**config.mk**
```make
export PLATFORM = sky130hd
export DESIGN_NAME = dtack_gen
export DESIGN_NICKNAME = d
export VERILOG_FILES = /design/src/rtl/raven_bus_pkg.sv /design/src/rtl/dtack_gen_sync2.sv /design/src/rtl/dtack_gen.sv
export SDC_FILE = /design/constraint.sdc
export NUM_CORES = 1
export LEC_CHECK = 0
export BUFFER_PORTS_ARGS = -buffer_cell sky130_fd_sc_hd__buf_2
export CAP_MARGIN = 20
export CORE_AREA = 5 5 42 44
export DETAILED_ROUTE_END_ITERATION = 7
export DIE_AREA = 0 0 47 49
export PLACE_DENSITY = 0.8
export SETUP_SLACK_MARGIN = 0.2
export SYNTH_ARGS = -nofsm -noshare
export SYNTH_HDL_FRONTEND = slang
export SYNTH_HIERARCHICAL = 1
export SYNTH_SLANG_ARGS = --single-unit
```
**constraint.sdc**
```tcl
create_clock -name clk -period 2 [get_ports clk]
set_clock_uncertainty 0.2 [all_clocks]
set_input_delay 0.2 -clock clk [delete_from_list [all_inputs] [get_ports clk]]
set_output_delay 0.2 -clock clk [all_outputs]
set_load 0.02 [all_outputs]
```
**src/rtl/raven_bus_pkg.sv**
```systemverilog
// rtl/raven_bus_pkg.sv - shared types and constants for the 68000 local-bus responders
package raven_bus_pkg;

    // Default width of the per-region wait-state counter.
    localparam int CNT_W_DEFAULT = 4;

    // Width of the latched chip-select region index.
    localparam int REGION_W = 3;

    // Bus-cycle responder states.
    typedef enum logic [1:0] {
        IDLE = 2'd0,
        WAIT = 2'd1,
        ACK  = 2'd2
    } state_t;

endpackage

```
**src/rtl/dtack_gen_sync2.sv**
```systemverilog
// rtl/dtack_gen_sync2.sv - two-flop synchronizer, async reset to all ones (negated)
module sync2 #(
    parameter int W = 1
) (
    input  logic         clk,
    input  logic         rst,
    input  logic [W-1:0] d,
    output logic [W-1:0] q
);

    logic [W-1:0] meta;

    // Two-stage capture; reset to 1 so active-low bus strobes read as negated.
    always_ff @(posedge clk or posedge rst) begin
        if (rst) begin
            meta <= '1;
            q    <= '1;
        end else begin
            meta <= d;
            q    <= meta;
        end
    end

endmodule

```
**src/rtl/dtack_gen.sv**
```systemverilog
// rtl/dtack_gen.sv - /DTACK responder with per-region wait states; optional DTACK_SYNC_EN input synchronizers
module dtack_gen
    import raven_bus_pkg::*;
#(
    parameter int                        NUM_CS      = 4,
    parameter int                        CNT_W       = CNT_W_DEFAULT,
    parameter logic [NUM_CS*CNT_W-1:0]   WAIT_STATES = 16'h3210
) (
    input  logic                clk,
    input  logic                rst,
    input  logic                as_n,
    input  logic [NUM_CS-1:0]   cs_n,
    output logic                dtack_n,
    output logic                busy,
    output logic [REGION_W-1:0] region
);

    logic              as_i;
    logic [NUM_CS-1:0] cs_i;

`ifdef DTACK_SYNC_EN
    sync2 #(.W(1)) u_sync_as (
        .clk (clk),
        .rst (rst),
        .d   (as_n),
        .q   (as_i)
    );

    sync2 #(.W(NUM_CS)) u_sync_cs (
        .clk (clk),
        .rst (rst),
        .d   (cs_n),
        .q   (cs_i)
    );
`else
    assign as_i = as_n;
    assign cs_i = cs_n;
`endif

    state_t              state_q, state_d;
    logic [CNT_W-1:0]    cnt_q, cnt_d;
    logic [REGION_W-1:0] region_q, region_d;
    logic                dtack_q, dtack_d;

    logic                hit;
    logic [REGION_W-1:0] hit_idx;
    logic [CNT_W-1:0]    hit_cnt;

    // Priority decode: the lowest asserted chip select wins, with its wait count.
    always_comb begin
        hit     = 1'b0;
        hit_idx = '0;
        hit_cnt = '0;
        for (int i = NUM_CS - 1; i >= 0; i--) begin
            if (!cs_i[i]) begin
                hit     = 1'b1;
                hit_idx = REGION_W'(i);
                hit_cnt = WAIT_STATES[i*CNT_W +: CNT_W];
            end
        end
    end

    // State, counter, region and registered /DTACK; reset drops /DTACK at once.
    always_ff @(posedge clk or posedge rst) begin
        if (rst) begin
            state_q  <= IDLE;
            cnt_q    <= '0;
            region_q <= '0;
            dtack_q  <= 1'b1;
        end else begin
            state_q  <= state_d;
            cnt_q    <= cnt_d;
            region_q <= region_d;
            dtack_q  <= dtack_d;
        end
    end

    // Next-state logic; an aborted cycle (strobe gone in WAIT) never acknowledges.
    always_comb begin
        state_d  = state_q;
        cnt_d    = cnt_q;
        region_d = region_q;
        dtack_d  = dtack_q;
        case (state_q)
            IDLE: begin
                dtack_d = 1'b1;
                if (!as_i && hit) begin
                    region_d = hit_idx;
                    cnt_d    = hit_cnt;
                    if (hit_cnt == '0) begin
                        state_d = ACK;
                        dtack_d = 1'b0;
                    end else begin
                        state_d = WAIT;
                    end
                end
            end
            WAIT: begin
                if (as_i) begin
                    state_d = IDLE;
                    dtack_d = 1'b1;
                end else if (cnt_q == CNT_W'(1)) begin
                    state_d = ACK;
                    dtack_d = 1'b0;
                end else if (cnt_q > CNT_W'(1)) begin
                    cnt_d = cnt_q - CNT_W'(1);
                end
            end
            ACK: begin
                if (as_i) begin
                    state_d = IDLE;
                    dtack_d = 1'b1;
                end else begin
                    dtack_d = 1'b0;
                end
            end
            default: begin
                state_d = IDLE;
                dtack_d = 1'b1;
            end
        endcase
    end

    assign dtack_n = dtack_q;
    assign busy    = (state_q != IDLE);
    assign region  = region_q;

endmodule

```
==> results of run 1 <==
worst paths after layout:
kind / from / end / slack (ns) / cells past startpoint
worst max-delay path: state_q[1] / cnt_q[0] / 0.20 / 6
worst min-delay path: cs_n[0] / state_q[0] / 0.05 / 3
worst max register to register: state_q[1] / cnt_q[0] / 0.20 / 6
worst min register to register: dtack_n / dtack_n / 0.26 / 2
max in group asynchronous: rst / dtack_n / 1.06 / 3
min in group asynchronous: rst / cnt_q[3] / 0.23 / 3
kinds of logic (layout without fill, tap and decap cells):
| group | after synthesis | count (layout) | share of synthesized area (%) |
|---|---|---|---|
| buf+inv | 9 | 27 | 5.75 |
| mux | 5 | 5 | 8.62 |
| compound gates | 16 | 16 | 16.7 |
| other cells | 1 | 1 | 0.574 |
| fa+ha+maj | 6 | 6 | 11.5 |
| simple gates | 25 | 25 | 22.2 |
| flops | 9 | 9 | 34.7 |
synth_stat cells (2+ instances only):
| library cell | instances |
|---|---|
| dfrtp_1 | 8 |
| inv_1 | 7 |
| ha_1 | 6 |
| nor2_1 | 5 |
| nand2_1 | 4 |
| a21oi_1 | 3 |
| mux2i_1 | 3 |
| nand3_1 | 3 |
| o21ai_0 | 3 |
| nand2b_1 | 2 |
| nor2b_1 | 2 |
| nor3_1 | 2 |
| o22a_1 | 2 |
cell type report:
class	instances	area [sq um]
fill	113	531
sequential	9	228
multi-input combinational	53	477
inverter	8	30.0
tap	16	20.0
timing repair buffer	15	90.1
clock buffer	4	26.3
per-layer routing:
metal	vias to the layer above	track usage (%)	wire length [um]
li1	282	-	-
met1	274	16.6	649
met2	20	20.8	723
met3	5	2.58	87
met4	0	8.29	43
met5	-	0	0
power breakdown:
group,internal [W],leakage [nW],switching (W),total [W]
Clock,0.0000773,0.0150,0.0000759,0.000153
Sequential,0.000270,0.112,0.0000714,0.000341
Combinational,0.000372,0.270,0.000406,0.000777
stage by stage:
stage / util (%) / hold WS (ns) / worst slack [ns] / total power (W) / area, sq um
after floorplan: - / -0.173 / 0.225 / 0.000764 / 656
after global placement: 51.2 / -0.0225 / 0.143 / 0.000880 / 718
after detailed placement: 51.2 / -0.0107 / 0.118 / 0.000894 / 718
after CTS: 54.7 / 0.0495 / 0.187 / 0.00105 / 767
after global routing: 62.1 / 0.0780 / 0.147 / 0.00138 / 871
final: 62.1 / 0.0470 / 0.205 / 0.00127 / 871
state kept, by name, indices dropped and copies added (netlist names):
| name | flops |
|---|---|
| cnt_q | 4 |
| region | 2 |
| state_q | 2 |
| dtack_n | 1 |
timing repair:
item	CTS	global route
pin swaps	0	5
buffers inserted	0	4
hold endpoints to repair	8	0
hold buffers	1	0
endpoints found under the setup margin	7	7
gates cloned	0	0
resized for setup	3	16
worst max-delay path: cells and delay by family (launching register included):
kind / cells / cell delay [ns]
AO/OA/AOI/OAI: 3 / 0.50
adder cells (fa/ha/maj): 1 / 0.18
buffers and inverters: 1 / 0.13
flip-flops: 1 / 0.42
AND/OR/NAND/NOR: 1 / 0.25
==> summary.txt, run 1 <==
Setup path
  • Maximum fanout encountered on the critical timing path: 6
  • Startpoint types: flip-flop
  • Master of the slowest instance on the critical path: dfrtp_1
  • Crit Path Category: reg2reg
  • Critical path data arrival time: 1.74 ns
  • Worst Path Required: 1.95 ns
  • Largest incremental delay on the critical path: 0.42 ns
  • Chain of cells forming the critical path: inv_2, ha_4, or2b_1, a211o_1, o21ai_0, o22ai_1
  • Endpoint type of the worst setup path: flip-flop

Timing
  • Achievable clock frequency: 557 MHz
  • Fin. max-slew vios: 0
  • RSZ-0062 raised after global routing: yes
  • Final-report setup violation count: 0
  • Final Hold Fails: 0
  • Min Clock Period, post-route: 1.80 ns
  • Share of the clock period used by the worst path: 89.8%
  • Post-route setup TNS: 0 ns

Logic synthesis
  • Number of library cell types mapped by synthesis: 34
  • Cell area after synthesis: 653 sq um
  • Count of flip-flops with a built-in enable after synthesis: 0
  • Leading post-synthesis cells by cell area: dfrtp_1 (31%), ha_1 (11%), mux2i_1 (4.6%), dfstp_2 (4.0%), inv_1 (4.0%)
  • Part of the Yosys area used for sequential elements: 34.7%
  • Predominant post-synthesis flop cell: dfrtp_1
  • Leading area contributor after synthesis: dfrtp_1
  • Top-area cell type share of the netlist area: 30.7%
  • Post-Syn Area per Cell: 9.20 sq um
  • Synthesized instance count: 71
  • Syn_nets: 84
  • Warnings from Yosys: 6
  • Share of synthesized flip-flops with an asynchronous set or reset: 100%
  • Flop and latch count out of synthesis: 9

Detailed routing
  • Vias after detailed routing: 581
  • Total wirelength of the detailed-routed design: 1500 um
  • Drt initial violations: 12
  • Detailed-route DRC error count: 0
  • Detailed Routing Iterations Pass 1: 4
  • Routed vias/inst: 5.53
  • Routed WL per cell: 14.3 um
  • Routed Antenna Nets: 0

Die
  • Die Ht: 49 um
  • Number of top-level pins: 12
  • CORE AREA: 0.00140 sq mm
  • DIE AREA: 0.00230 sq mm
  • Die extent in x: 47 um
  • Total number of placement rows: 14
  • Starting Density: 46.6%

Pwr
  • IR drop worst, VDD: 864 uV
  • Cell area power density: 1460 mW/mm^2
  • Static power due to leakage: 0.397 nW

Clock network
  • Bufs on Longest Clock Path: 2
  • Clock buffers created by TritonCTS: 3
  • Number of sinks on the clock net: 9
  • CTS root buffer: clkbuf_4
  • Reg clk slew, reported paths: 0.07 ns
  • CTS H-Tree Depth: 1
  • Clock tree from TritonCTS: yes
  • Worst-Skew Late Latency: 0.27 ns

Layout
  • Count of non-filler cells in the finished layout: 105
  • Commonest cells after routing, fill and taps aside: buf_2 (10), dfrtp_1 (7), inv_2 (5)
  • Final net count: 103
  • Leading cell type in the layout, fill and taps excluded: buf_2
  • Final antenna diode count: 0
  • Share of post-route cells with drive strength above 1: 42.7%
  • Area added between synthesis and finish: 33.3%

Global routing
  • Global-route wire length before repair: 2260 um
  • GRT Resource Usage Total: 13.5%
  • Total overflow reported by the global router: 0
  • Number of global-route vias before repair: 551
  • Maximum number of pins on one net before global-route repair: 10
  • Antenna violations before repair: 0

Placed design
  • Post-placement cell count: 96
  • Estimated wirelength of the detail-placed design: 1000 um
  • Placer Congestion: 0.821
  • IO buf count: 10

Run
  • Max capacitance violation total: 0

Run status
  • Run status: completed

Worst hold path
  • Worst hold path class: in2reg
(Power assumes the default switching activity.)
==> run 2: changes to the inputs <==
Settings changed: ABC_AREA from default to 1, CORE_AREA 5 5 42 44 to default, CORE_MARGIN from default to 5, CORE_UTILIZATION from default to 52, DIE_AREA 0 0 47 49 to default, PLACE_DENSITY 0.8 to 0.83, SYNTH_HIERARCHICAL 1 to default.
==> summary.txt, run 2 <==
Run status
  • Run status: completed

Clock network
  • Clock tree from TritonCTS: yes
  • Worst-Skew Late Latency: 0.27 ns
  • Gates resized, CTS repair: 0
  • CTS root buffer: clkbuf_4
  • Clock buffers created by TritonCTS: 3
  • Number of sinks on the clock net: 9
  • CTS H-Tree Depth: 1
  • Reg clk slew, reported paths: 0.07 ns
  • Bufs on Longest Clock Path: 2

Logic synthesis
  • Warnings from Yosys: 0
  • Post-Syn Area per Cell: 7.44 sq um
  • Share of synthesized flip-flops with an asynchronous set or reset: 100%
  • Flop and latch count out of synthesis: 9
  • Leading area contributor after synthesis: dfrtp_1
  • Synthesized instance count: 91
  • Predominant post-synthesis flop cell: dfrtp_1
  • Number of library cell types mapped by synthesis: 24
  • Most frequently used cell type in the post-synthesis netlist: nand2_1
  • Syn_nets: 104
  • Top cell types by occurrence after synthesis: nand2_1 (29), inv_1 (12), dfrtp_1 (8), nand3_1 (7), ha_1 (6)
  • Cell area after synthesis: 677 sq um
  • Leading post-synthesis cells by cell area: dfrtp_1 (30%), nand2_1 (16%), ha_1 (11%), inv_1 (6.7%), nand3_1 (5.2%)
  • Top-area cell type share of the netlist area: 29.6%
  • Part of the Yosys area used for sequential elements: 33.5%
  • Count of flip-flops with a built-in enable after synthesis: 0

Setup path
  • End point of the critical path: busy
  • Maximum fanout encountered on the critical timing path: 4
  • Register-to-Register Setup Slack: 0.37 ns
  • Path depth of the worst reg2reg path: 9
  • Largest incremental delay on the critical path: 0.40 ns
  • Chain of cells forming the critical path: inv_1, ha_1, inv_2, buf_2
  • Endpoint type of the worst setup path: output port
  • Critical path data arrival time: 1.29 ns
  • Endpoint of the lowest-slack register-to-register path: cnt_q[0]
  • Setup crit start: state_q[0]
  • Kind of cell adding the most delay to the critical path: flip-flops
  • Master of the slowest instance on the critical path: dfrtp_1
  • Crit Path Category: reg2out
  • Startpoint types: flip-flop
  • Worst path depth: 4
  • WP buf/inv: 3
  • Worst Path Required: 1.60 ns
  • Worst R2R Start: state_q[1]

Layout
  • Final net count: 119
  • Final antenna diode count: 0
  • Count of non-filler cells in the finished layout: 120
  • Commonest cells after routing, fill and taps aside: nand2_1 (29), inv_1 (12), buf_2 (10), dfrtp_1 (8), nand3_1 (7)
  • Share of post-route cells with drive strength above 1: 22.9%
  • Leading cell type in the layout, fill and taps excluded: nand2_1
  • Largest register FFs: 4
  • Largest Register: cnt_q
  • Area added between synthesis and finish: 14.4%

Timing
  • Fin. max-slew vios: 0
  • Share of the clock period used by the worst path: 84.7%
  • Min Clock Period, post-route: 1.69 ns
  • RSZ-0062 raised after global routing: no
  • Final-report setup violation count: 0
  • Final hold slack: 0.0230 ns
  • Post-route setup TNS: 0 ns
  • Final Hold Fails: 0
  • Achievable clock frequency: 590 MHz

Die
  • CORE AREA: 0.00127 sq mm
  • Die Ht: 46.1 um
  • Die extent in x: 46.1 um
  • Total number of placement rows: 13
  • DIE AREA: 0.00212 sq mm
  • Number of top-level pins: 12
  • Starting Density: 53.4%

Global routing
  • Total overflow reported by the global router: 0
  • Antenna violations before repair: 0
  • Number of global-route vias before repair: 564
  • Maximum number of pins on one net before global-route repair: 10
  • GRT Resource Usage Total: 14.9%
  • Global-route wire length before repair: 2180 um

Pwr
  • Static power due to leakage: 0.432 nW
  • IR drop worst, VDD: 660 uV
  • Cell area power density: 1500 mW/mm^2

Placed design
  • Estimated wirelength of the detail-placed design: 1040 um
  • IO buf count: 10
  • Post-placement cell count: 115
  • Placer Congestion: 0.792

Run
  • Max capacitance violation total: 0

Detailed routing
  • Routed WL per cell: 10.6 um
  • Detailed Routing Iterations Pass 1: 4
  • Detailed-route DRC error count: 0
  • Routed Antenna Nets: 0
  • Total wirelength of the detailed-routed design: 1270 um
  • Drt initial violations: 19
  • Routed vias/inst: 4.94
  • Vias after detailed routing: 593

Worst hold path
  • Depth of the worst hold-timing path: 3
  • Worst hold path class: in2reg
-- run 2: changes by cell type in the layout (fill, tap and decap cells not counted), sizes merged, moves of 3 or more --
cell | before | now
buf | 14 | 10
inv | 8 | 14
mux2i | 3 | 0
nand2 | 4 | 32
nand3 | 3 | 8
nor3 | 3 | 0
o21ai | 4 | 9
-- run 2: worst min path at each step --
stage                 to  startpoint
3_3_place_gp    cnt_q[1]         rst
2_1_floorplan   cnt_q[0]         rst
3_5_place_dp    cnt_q[2]         rst
4_1_cts        region[0]     cs_n[0]
5_1_grt        region[0]     cs_n[0]
6_report       region[0]     cs_n[0]
-- run 2: report_power, final --
| part | internal, W | switching [W] | leakage, nW |
|---|---|---|---|
| Clock | 0.0000770 | 0.0000677 | 0.0150 |
| Combinational | 0.000252 | 0.000431 | 0.301 |
| Sequential | 0.000272 | 0.0000639 | 0.115 |
-- run 2: final cells by class --
class | count | area, sq um
Multi-Input combinational cell | 67 | 390
Inverter | 14 | 52.6
Fill cell | 119 | 494
Tap cell | 15 | 18.8
Clock buffer | 4 | 26.3
Sequential cell | 9 | 226
Timing Repair Buffer | 11 | 60.1
-- run 2: cell families after synthesis --
logic type	Yosys count	share of synthesized area [%]
and+or+nand+nor	47	33.1
buffers and inverters	15	8.87
AOI/OAI and AO/OA	12	11.6
DFF	9	33.5
adders and majority gates	6	11.1
xor gates and xnor gates	1	1.29
other	1	0.554
-- run 2: through the flow --
stage               setup slack, ns  total power, W  util (%)  area [sq um]
global route                  0.217         0.00129      61.0           774
detailed placement            0.387         0.00102      58.2           738
CTS                           0.299         0.00117      61.0           774
floorplan                     0.471        0.000872         -           677
finish                        0.306         0.00116      61.0           774
global placement              0.443         0.00100      58.2           738
-- run 2: tightest hold or removal path: stages --
cell and delay, ns:
buf_2 0.11, nand2_1 0.08, o21ai_1 0.07
-- run 2: what timing repair did --
action                    4_1_cts  5_1_grt
hold endpoints to repair        9        0
hold buffers                    1        0
buffers inserted                0        0
-- run 2: metal layers --
metal	share of wire [%]	up-vias	wire length (um)	track usage, %
met4	1.9	0	24	10.2
li1	-	314	-	-
met1	45	263	571	17.0
met3	5.1	2	65	3.52
met2	48	14	613	24.2
met5	0	-	0	0
==> run 3: changes to the inputs <==
Clock period 2 ns to 1.7 ns, I/O delays scaled along.
==> summary.txt, run 3 (synthesis results as in run 2) <==
Global routing
  • Number of global-route vias before repair: 617
  • Global-route wire length before repair: 2590 um
  • Antenna violations before repair: 0
  • Maximum number of pins on one net before global-route repair: 10
  • GRT Resource Usage Total: 17.4%
  • Total overflow reported by the global router: 0

Clock network
  • Clock tree from TritonCTS: yes
  • Bufs on Longest Clock Path: 2
  • Worst-Skew Late Latency: 0.27 ns
  • CTS root buffer: clkbuf_4
  • CTS H-Tree Depth: 1
  • Number of sinks on the clock net: 9
  • Clock buffers created by TritonCTS: 3
  • Reg clk slew, reported paths: 0.07 ns

Run status
  • Run status: completed

Timing
  • Share of the clock period used by the worst path: 91.4%
  • Min Clock Period, post-route: 1.55 ns
  • Final-report setup violation count: 0
  • Post-route setup TNS: 0 ns
  • Achievable clock frequency: 644 MHz
  • Final hold slack: 0.0439 ns
  • Final Hold Fails: 0
  • Fin. max-slew vios: 0
  • RSZ-0062 raised after global routing: yes

Layout
  • Final antenna diode count: 0
  • Leading cell type in the layout, fill and taps excluded: nand2_1
  • Final net count: 127
  • Largest Register: cnt_q
  • Largest register FFs: 4
  • Commonest cells after routing, fill and taps aside: nand2_1 (25), inv_1 (9), buf_2 (9), dfrtp_1 (8), nand3_1 (7)
  • Area added between synthesis and finish: 33.1%
  • Share of post-route cells with drive strength above 1: 37.2%

Placed design
  • Placer Congestion: 0.797
  • Estimated wirelength of the detail-placed design: 1040 um
  • IO buf count: 10

Detailed routing
  • Routed Antenna Nets: 0
  • Vias after detailed routing: 665
  • Routed WL per cell: 12.2 um
  • Detailed Routing Iterations Pass 1: 4
  • Routed vias/inst: 5.20
  • Detailed-route DRC error count: 0
  • Total wirelength of the detailed-routed design: 1560 um
  • Drt initial violations: 29

Die
  • Die extent in x: 46.1 um
  • DIE AREA: 0.00212 sq mm
  • Starting Density: 53.4%
  • Total number of placement rows: 13
  • CORE AREA: 0.00127 sq mm
  • Number of top-level pins: 12
  • Die Ht: 46.1 um

Pwr
  • Power dissipated by switching net loads: 0.000798 W
  • Cell area power density: 1890 mW/mm^2
  • Cell internal power dissipation: 0.000904 W
  • Comb power frac: 66.6%
  • Reg power frac: 23.2%
  • IR drop worst, VDD: 1180 uV
  • Clock network fraction of design power: 10.2%
  • Overall power after layout: 0.00170 W
  • Static power due to leakage: 0.476 nW
  • Switching Fraction: 46.9%

Setup path
  • WP buf/inv: 2
  • Endpoint type of the worst setup path: flip-flop
  • Crit Path Category: reg2reg
  • Startpoint types: flip-flop
  • Maximum fanout encountered on the critical timing path: 5
  • Critical path data arrival time: 1.51 ns
  • Master of the slowest instance on the critical path: dfrtp_1
  • Worst Path Required: 1.65 ns
  • Chain of cells forming the critical path: inv_2, ha_4, inv_4, nor2_4, nand2_2, o21ai_4, nand2_4, nand2_2, nand2_2
  • Largest incremental delay on the critical path: 0.41 ns
  • CP most frequent cell: nand2_2
  • Kind of cell adding the most delay to the critical path: flip-flops

Run
  • Max capacitance violation total: 0

Worst hold path
  • Worst hold path class: in2reg
==> run 3: through the flow <==
stage	setup slack [ns]	util, %	instance area [sq um]	std cells
finish	0.147	71.0	901	128
global route	0.0892	71.0	901	128
CTS	0.176	67.7	858	125
detailed placement	0.101	59.0	748	115
global placement	0.150	59.0	748	115
floorplan	0.189	-	687	91
==> run 3: path summary, 6_finish.rpt <==
path,startpoint,endpoint,slack (ns),cells past startpoint
max,state_q[1],cnt_q[0],0.15,9
min,cs_n[1],region[0],0.04,4
max reg2reg,state_q[1],cnt_q[0],0.15,9
min reg2reg,dtack_n,dtack_n,0.28,2
max in group asynchronous,rst,dtack_n,0.81,3
min in group asynchronous,rst,cnt_q[2],0.19,3
==> run 3: cell type report <==
class / count / area, sq um
repair buffers: 19 / 133
inverters: 14 / 57.6
fillers: 90 / 368
flip-flops and latches: 9 / 226
well taps: 15 / 18.8
multi-input cells: 67 / 439
clock buffers: 4 / 26.3
==> run 3: power by group through the flow <==
| stage | Sequential (W) | Clock (W) | Combinational [W] |
|---|---|---|---|
| 3_3_place_gp | 0.000394 | 0 | 0.000812 |
| 5_1_grt | 0.000405 | 0.000185 | 0.00125 |
| 3_5_place_dp | 0.000397 | 0 | 0.000830 |
| 6_report | 0.000395 | 0.000174 | 0.00113 |
| 4_1_cts | 0.000388 | 0.000177 | 0.00102 |
| 2_1_floorplan | 0.000427 | 0 | 0.000625 |
==> run 3: what timing repair did <==
action,CTS,global route
buffers inserted,4,3
hold buffers,2,0
pin swaps,3,7
hold endpoints to repair,10,0
resized for setup,10,7
endpoints found under the setup margin,9,10
==> run 3: worst min-delay path, delay by kind of cell <==
kind / cells / cell delay (ns)
AND/OR/NAND/NOR: 1 / 0.07
AO/OA/AOI/OAI: 2 / 0.14
buffers and inverters: 1 / 0.10
==> run 3: layer usage <==
metal | share of wire [%] | vias up | GRT usage (%) | wire length, um
li1 | - | 329 | - | -
met1 | 43 | 309 | 20.7 | 670
met2 | 50 | 21 | 28.6 | 778
met3 | 5.4 | 6 | 3.91 | 85
met4 | 2.0 | 0 | 9.66 | 31
met5 | 0 | - | 0 | 0
